===== src/rtl/e203_exu_alu_dpath_arb_pkg.sv =====
// Shared constants for the ALU datapath arbiter: requester indices, state encoding, lock timeout.
// Pure definitions, no logic.
// No flow control.
package e203_exu_alu_dpath_arb_pkg;

    localparam int ARB_ALU = 0;
    localparam int ARB_BJP = 1;
    localparam int ARB_AGU = 2;
    localparam int ARB_MDV = 3;

    localparam logic [1:0] ST_IDLE     = 2'd0;
    localparam logic [1:0] ST_LOCK_AGU = 2'd1;
    localparam logic [1:0] ST_LOCK_MDV = 2'd2;

    localparam int MAX_LOCK_CYC_DFLT = 40;
    localparam int LCNT_W_DFLT       = 6;

endpackage


===== src/rtl/e203_gnrl_rr_arb4.sv =====
// 4-way round-robin picker: first asserted req at or after ptr, wrapping.
// Combinational, zero latency.
// No backpressure; gnt is one-hot0.
module e203_gnrl_rr_arb4 (
    input  logic [3:0] req,
    input  logic [1:0] ptr,
    output logic [3:0] gnt,
    output logic [1:0] gnt_idx,
    output logic       gnt_vld
);

    logic [1:0] idx;

    // Scan from the farthest offset down so the nearest requester to ptr wins.
    always_comb begin
        gnt_idx = ptr;
        gnt_vld = 1'b0;
        idx     = ptr;
        for (int i = 3; i >= 0; i--) begin
            idx = ptr + 2'(i);
            if (req[idx]) begin
                gnt_idx = idx;
                gnt_vld = 1'b1;
            end
        end
        gnt = gnt_vld ? (4'b0001 << gnt_idx) : 4'b0000;
    end

endmodule


===== src/rtl/e203_exu_alu_dpath_arb.sv =====
// Arbitrates the shared ALU datapath among ALU/BJP/AGU/MULDIV with multi-cycle locks for AGU and MULDIV.
// Grants are combinational (zero latency); dpath_locked and lock_err are registered.
// Losers are simply not granted and must hold vld; a lock owner's vld=0 is a bubble that keeps the lock.
module e203_exu_alu_dpath_arb
    import e203_exu_alu_dpath_arb_pkg::*;
#(
    parameter int MAX_LOCK_CYC = MAX_LOCK_CYC_DFLT,
    parameter int LCNT_W       = LCNT_W_DFLT
) (
    input  logic clk,
    input  logic rst,
    input  logic alu_req_vld,
    input  logic bjp_req_vld,
    input  logic agu_req_vld,
    input  logic agu_req_lock,
    input  logic mdv_req_vld,
    input  logic mdv_req_lock,
    input  logic flush,
    output logic alu_req_alu,
    output logic bjp_req_alu,
    output logic agu_req_alu,
    output logic mdv_req_alu,
    output logic dpath_locked,
    output logic lock_err
);

    localparam logic [LCNT_W-1:0] LCNT_MAX = LCNT_W'(MAX_LOCK_CYC);

    logic [1:0]        state_q, state_d;
    logic [1:0]        rr_ptr_q, rr_ptr_d;
    logic [LCNT_W-1:0] lock_cnt_q, lock_cnt_d;
    logic              lock_err_q, lock_err_d;

    logic [3:0] req, rr_gnt, gnt;
    logic [1:0] rr_idx;
    logic       rr_vld;
    logic       owner_vld, owner_lock;
    int         owner_idx;

    assign req = {mdv_req_vld, agu_req_vld, bjp_req_vld, alu_req_vld};

    e203_gnrl_rr_arb4 u_rr (
        .req     (req),
        .ptr     (rr_ptr_q),
        .gnt     (rr_gnt),
        .gnt_idx (rr_idx),
        .gnt_vld (rr_vld)
    );

    always_comb begin
        gnt        = 4'b0000;
        state_d    = state_q;
        rr_ptr_d   = rr_ptr_q;
        lock_cnt_d = lock_cnt_q;
        lock_err_d = lock_err_q;
        owner_idx  = (state_q == ST_LOCK_AGU) ? ARB_AGU : ARB_MDV;
        owner_vld  = (state_q == ST_LOCK_AGU) ? agu_req_vld  : mdv_req_vld;
        owner_lock = (state_q == ST_LOCK_AGU) ? agu_req_lock : mdv_req_lock;

        // Flush beats everything, including a pending forced release.
        if (flush) begin
            state_d    = ST_IDLE;
            lock_cnt_d = '0;
        end else begin
            case (state_q)
                ST_IDLE: begin
                    gnt = rr_gnt;
                    if (rr_vld) begin
                        rr_ptr_d = rr_idx + 2'd1;
                        if (rr_gnt[ARB_AGU] && agu_req_lock) begin
                            state_d    = ST_LOCK_AGU;
                            lock_cnt_d = LCNT_W'(1);
                        end else if (rr_gnt[ARB_MDV] && mdv_req_lock) begin
                            state_d    = ST_LOCK_MDV;
                            lock_cnt_d = LCNT_W'(1);
                        end
                    end
                end
                ST_LOCK_AGU, ST_LOCK_MDV: begin
                    if (lock_cnt_q >= LCNT_MAX) begin
                        state_d    = ST_IDLE;
                        lock_cnt_d = '0;
                        lock_err_d = 1'b1;
                    end else begin
                        gnt[owner_idx] = owner_vld;
                        if (owner_vld && !owner_lock) begin
                            state_d    = ST_IDLE;
                            lock_cnt_d = '0;
                        end else begin
                            lock_cnt_d = lock_cnt_q + LCNT_W'(1);
                        end
                    end
                end
                default: begin
                    state_d    = ST_IDLE;
                    lock_cnt_d = '0;
                end
            endcase
        end
    end

    always_ff @(posedge clk) begin
        if (rst) begin
            state_q    <= ST_IDLE;
            rr_ptr_q   <= 2'd0;
            lock_cnt_q <= '0;
            lock_err_q <= 1'b0;
        end else begin
            state_q    <= state_d;
            rr_ptr_q   <= rr_ptr_d;
            lock_cnt_q <= lock_cnt_d;
            lock_err_q <= lock_err_d;
        end
    end

    assign alu_req_alu  = gnt[ARB_ALU] & ~rst;
    assign bjp_req_alu  = gnt[ARB_BJP] & ~rst;
    assign agu_req_alu  = gnt[ARB_AGU] & ~rst;
    assign mdv_req_alu  = gnt[ARB_MDV] & ~rst;
    assign dpath_locked = (state_q != ST_IDLE);
    assign lock_err     = lock_err_q;

endmodule


===== config.mk =====
export PLATFORM = sky130hd
export DESIGN_NAME = e203_exu_alu_dpath_arb
export DESIGN_NICKNAME = d
export VERILOG_FILES = /design/src/rtl/e203_exu_alu_dpath_arb_pkg.sv /design/src/rtl/e203_gnrl_rr_arb4.sv /design/src/rtl/e203_exu_alu_dpath_arb.sv
export SDC_FILE = /design/constraint.sdc
export NUM_CORES = 1
export LEC_CHECK = 0
export CAP_MARGIN = 25
export CORE_MARGIN = 2
export CORE_UTILIZATION = 40
export CTS_BUF_LIST = sky130_fd_sc_hd__clkbuf_8
export DETAILED_ROUTE_END_ITERATION = 8
export PLACE_DENSITY = 0.61
export SYNTH_ARGS = -nofsm -noshare
export SYNTH_HDL_FRONTEND = slang
export SYNTH_HIERARCHICAL = 1
export SYNTH_SLANG_ARGS = --single-unit
export TNS_END_PERCENT = 20

===== constraint.sdc =====
create_clock -name clk -period 2.15 [get_ports clk]
set_clock_uncertainty 0.05 [all_clocks]
set_input_delay 0.3225 -clock clk [delete_from_list [all_inputs] [get_ports clk]]
set_output_delay 0.3225 -clock clk [all_outputs]
set_load 0.01 [all_outputs]

==> flow_summary_export.csv <==
group,metric,value,unit
route,drt_iter0_markers,18,
pwr,power.density,488,nW/um2
floorplan,dieArea,2620,um2
cts,cts.repair_timing.setup_buffer_count,0,
min_path,hp-start,"lock_err",
cells_and_area,area.growth.synth_to_final,42.1,%
placed_design,post_place_worst_slack,-0.343,ns
yosys,asyncSetResetFlopFracSynth,0,%
route,antenna_left,0,
yosys,synth.top_cells.by_area,"dfxtp_1 25%, ha_1 7.0%, a21oi_1 4.5%",
yosys,netlist.top_cell.by_area,"dfxtp_1",
floorplan,floorplan.core_area,2150,um2
cts,clockBufferDepth,2,
route,drt-wirelength-per-cell,13.1,um
critical_path,worstSetupStartpointType,"input pin",
pwr,power.share.sequential,35.1,%
pwr,portion_of_total_power_attributed_to_the_clock_network,32.5,%
cts,deepest_level_of_the_cts_h_tree,1,
cts,cts_made_buffers,3,
yosys,syn_area,891,um2
sta,worst_pin_slew,0.341,ns
sta,maxSlewHeadroom,77.0,%
route,drt-total-wl,2360,um
placed_design,gpl.final_weighted_congestion,0.856,
cts,cts_hold_repair.buffers,0,
yosys,synth_enable_flop_cells,0,
critical_path,crit_fanout,4,
global_route,grt_pass1_wl,3830,um
placed_design,post-dp-hpwl,1830,um
run_status,status,"completed",
pwr,power_frac_comb,32.4,%
pwr,power.share.switching,29.0,%
global_route,antenna_found_initial,0,
route,route.detailed.vias_per_inst,5.56,
critical_path,critical_path_class,"in -> out",
critical_path,crit-reg2reg-launch,"rr_ptr_q[0]",
pwr,peakVddDrop,0.354,mV
floorplan,dieHeight,51.2,um
sta,timing.final.crit_period,2.07,ns
cells_and_area,post-route-util,58.9,%
sta,layout_worst_path_cycle_share,96.4,%
yosys,ys_types,43,
global_route,via_count_of_the_first_global_routing_pass,924,
pwr,p_leak,0.513,nW
sta,setup_slack,0.0780,ns
cts,clockRootBuffer,"clkbuf_8",
cts,post_cts_resize_count,8,
yosys,synth.ff_latch_count,11,
critical_path,cp-end-kind,"output port",
floorplan,rows,17,
yosys,synth_warnings,6,
route,drtPass1Iterations,4,
yosys,post_synth_most_frequent_cells,"11 x dfxtp_1, 9 x nor2_1, 8 x a21oi_1, 8 x inv_1, 7 x nor3_1",
cts,cts_tree,"yes",
route,drc,0,
critical_path,setup.reg_to_reg.worst_slack,0.29,ns
cts,numClockSinks,11,
floorplan,die_width,51.2,um
min_path,min_delay_path_depth,2,
yosys,synth.yosys.seq_area_share,24.7,%
route,total_number_of_vias,1001,
flow_run,drv_cap,0,
yosys,yosysMostFrequentCell,"dfxtp_1",
cells_and_area,final_net_count,167,
floorplan,floorplan.initialDensity,41.5,%
sta,final_hold_vio_count,0,
cells_and_area,diodes,0,
yosys,syn-instance-count,113,
pwr,power.net_switching,0.179,mW
cts,clk_transition_reported_paths,0.05,ns
placed_design,io_buffers,14,
global_route,grt_start_max_net_pins,10,
yosys,postSynthAreaPerCell,7.88,um2
critical_path,worstReg2RegEnd,"lock_cnt_q[1]",
min_path,hold-path-endpoint,"lock_err",
yosys,dominantRegCellSynth,"dfxtp_1",
global_route,grt_use_total,19.1,%
critical_path,arrival_time_at_the_worst_endpoint,1.70,ns
sta,slew_viol_final,0,
min_path,min_path_type,"reg -> reg",
sta,max_clock_freq,0.483,GHz
cts,clk_latency,0.24,ns
critical_path,ff2ff_path_depth,9,
sta,setup-violations-final,0,
critical_path,worst-endpoint-required,1.78,ns
cells_and_area,drive_above_1_share,28.3,%
sta,setup_repair_after_global_routing_missed_its_margin,"false",
yosys,synth.net_count,127,
yosys,synth.top_cell.area_share,24.7,%
pwr,cell_internal_power_dissipation,0.438,mW
global_route,grt-ovfl-total,0,
floorplan,boundaryPins,15,
==> power groups by stage <==
stage               sequential, mW  combinational, mW  clock (mW)
floorplan                    0.221              0.108           0
global placement             0.220              0.198           0
detailed placement           0.221              0.199           0
CTS                          0.217              0.198       0.209
global route                 0.217              0.219       0.217
finish                       0.217              0.200       0.201
==> how the worst max path moves through the flow <==
stage | start | to | slack, ns | cells past startpoint
final | bjp_req_vld | alu_req_alu | 0.08 | 7
after global routing | state_q[0] | mdv_req_alu | 0.01 | 6
after floorplan | rr_ptr_q[0] | lock_cnt_q[2] | 0.29 | 7
after CTS | bjp_req_vld | agu_req_alu | 0.03 | 6
after global placement | agu_req_vld | agu_req_alu | -0.29 | 6
after detailed placement | agu_req_vld | agu_req_alu | -0.34 | 6
==> per-stage QoR <==
stage	power (mW)	area (um2)	setup TNS, ns	hold WS [ns]	std cells
finish	0.618	1270	0	0.437	180
floorplan	0.329	891	0	0.345	113
global placement	0.418	1230	-1.81	0.411	176
detailed placement	0.420	1230	-2.18	0.428	176
CTS	0.624	1270	0	0.445	180
global route	0.653	1270	0	0.480	180
==> flip-flops by register name (all words and copies together) (netlist names) <==
signal,cells
rr_ptr_q,2
lock_cnt_q,6
lock_err,1
state_q,2
==> worst max-delay path, stage by stage <==
cell	delay [ns]
clkdlybuf4s50_1	0.55
nor2_2	0.07
buf_4	0.13
a21oi_1	0.11
o22ai_1	0.07
and3_1	0.16
dlygate4sd2_1	0.28
==> layer usage <==
metal	wire length [um]	track usage [%]
met5	0	0
met4	45	10.4
met3	85	2.34
met2	1140	33.1
met1	1090	22.6
==> cells in the final DEF, fill, tap and decap left out, types with 2 or more instances in the layout <==
master,n
a211oi_1,3
a21oi_1,8
and3_1,2
buf_4,24
clkbuf_8,3
clkdlybuf4s50_1,8
dfxtp_1,11
dlygate4sd2_1,5
ha_1,4
inv_1,9
nand2_1,5
nand2b_1,3
nand3_1,4
nand3b_1,3
nand4_1,4
nand4b_1,3
nor2_1,8
nor3_1,7
o21a_1,2
o21ai_0,3
o21ai_1,3
o221a_2,2
xnor2_1,3
==> final cells by class <==
| cell class | instances | area (um2) |
|---|---|---|
| fill | 202 | 882 |
| multi-input combinational | 90 | 623 |
| timing repair buffer | 38 | 309 |
| sequential | 11 | 220 |
| clock buffer | 3 | 41.3 |
| tap | 28 | 35.0 |
| inverter | 9 | 33.8 |
| clock inverter | 1 | 3.75 |
==> kinds of logic (layout without fill, tap and decap cells) <==
family                   after synthesis  after routing  synth area share (%)
multiplexers                           1              1                  1.12
AND/OR/NAND/NOR                       49             49                  32.6
AO/OA/AOI/OAI                         32             32                  25.6
adder cells (fa/ha/maj)                5              5                  7.02
XOR/XNOR                               3              3                  2.95
buffers and inverters                 12             51                  6.04
flip-flops                            11             11                  24.7
Power figures use the tool's default switching activity.
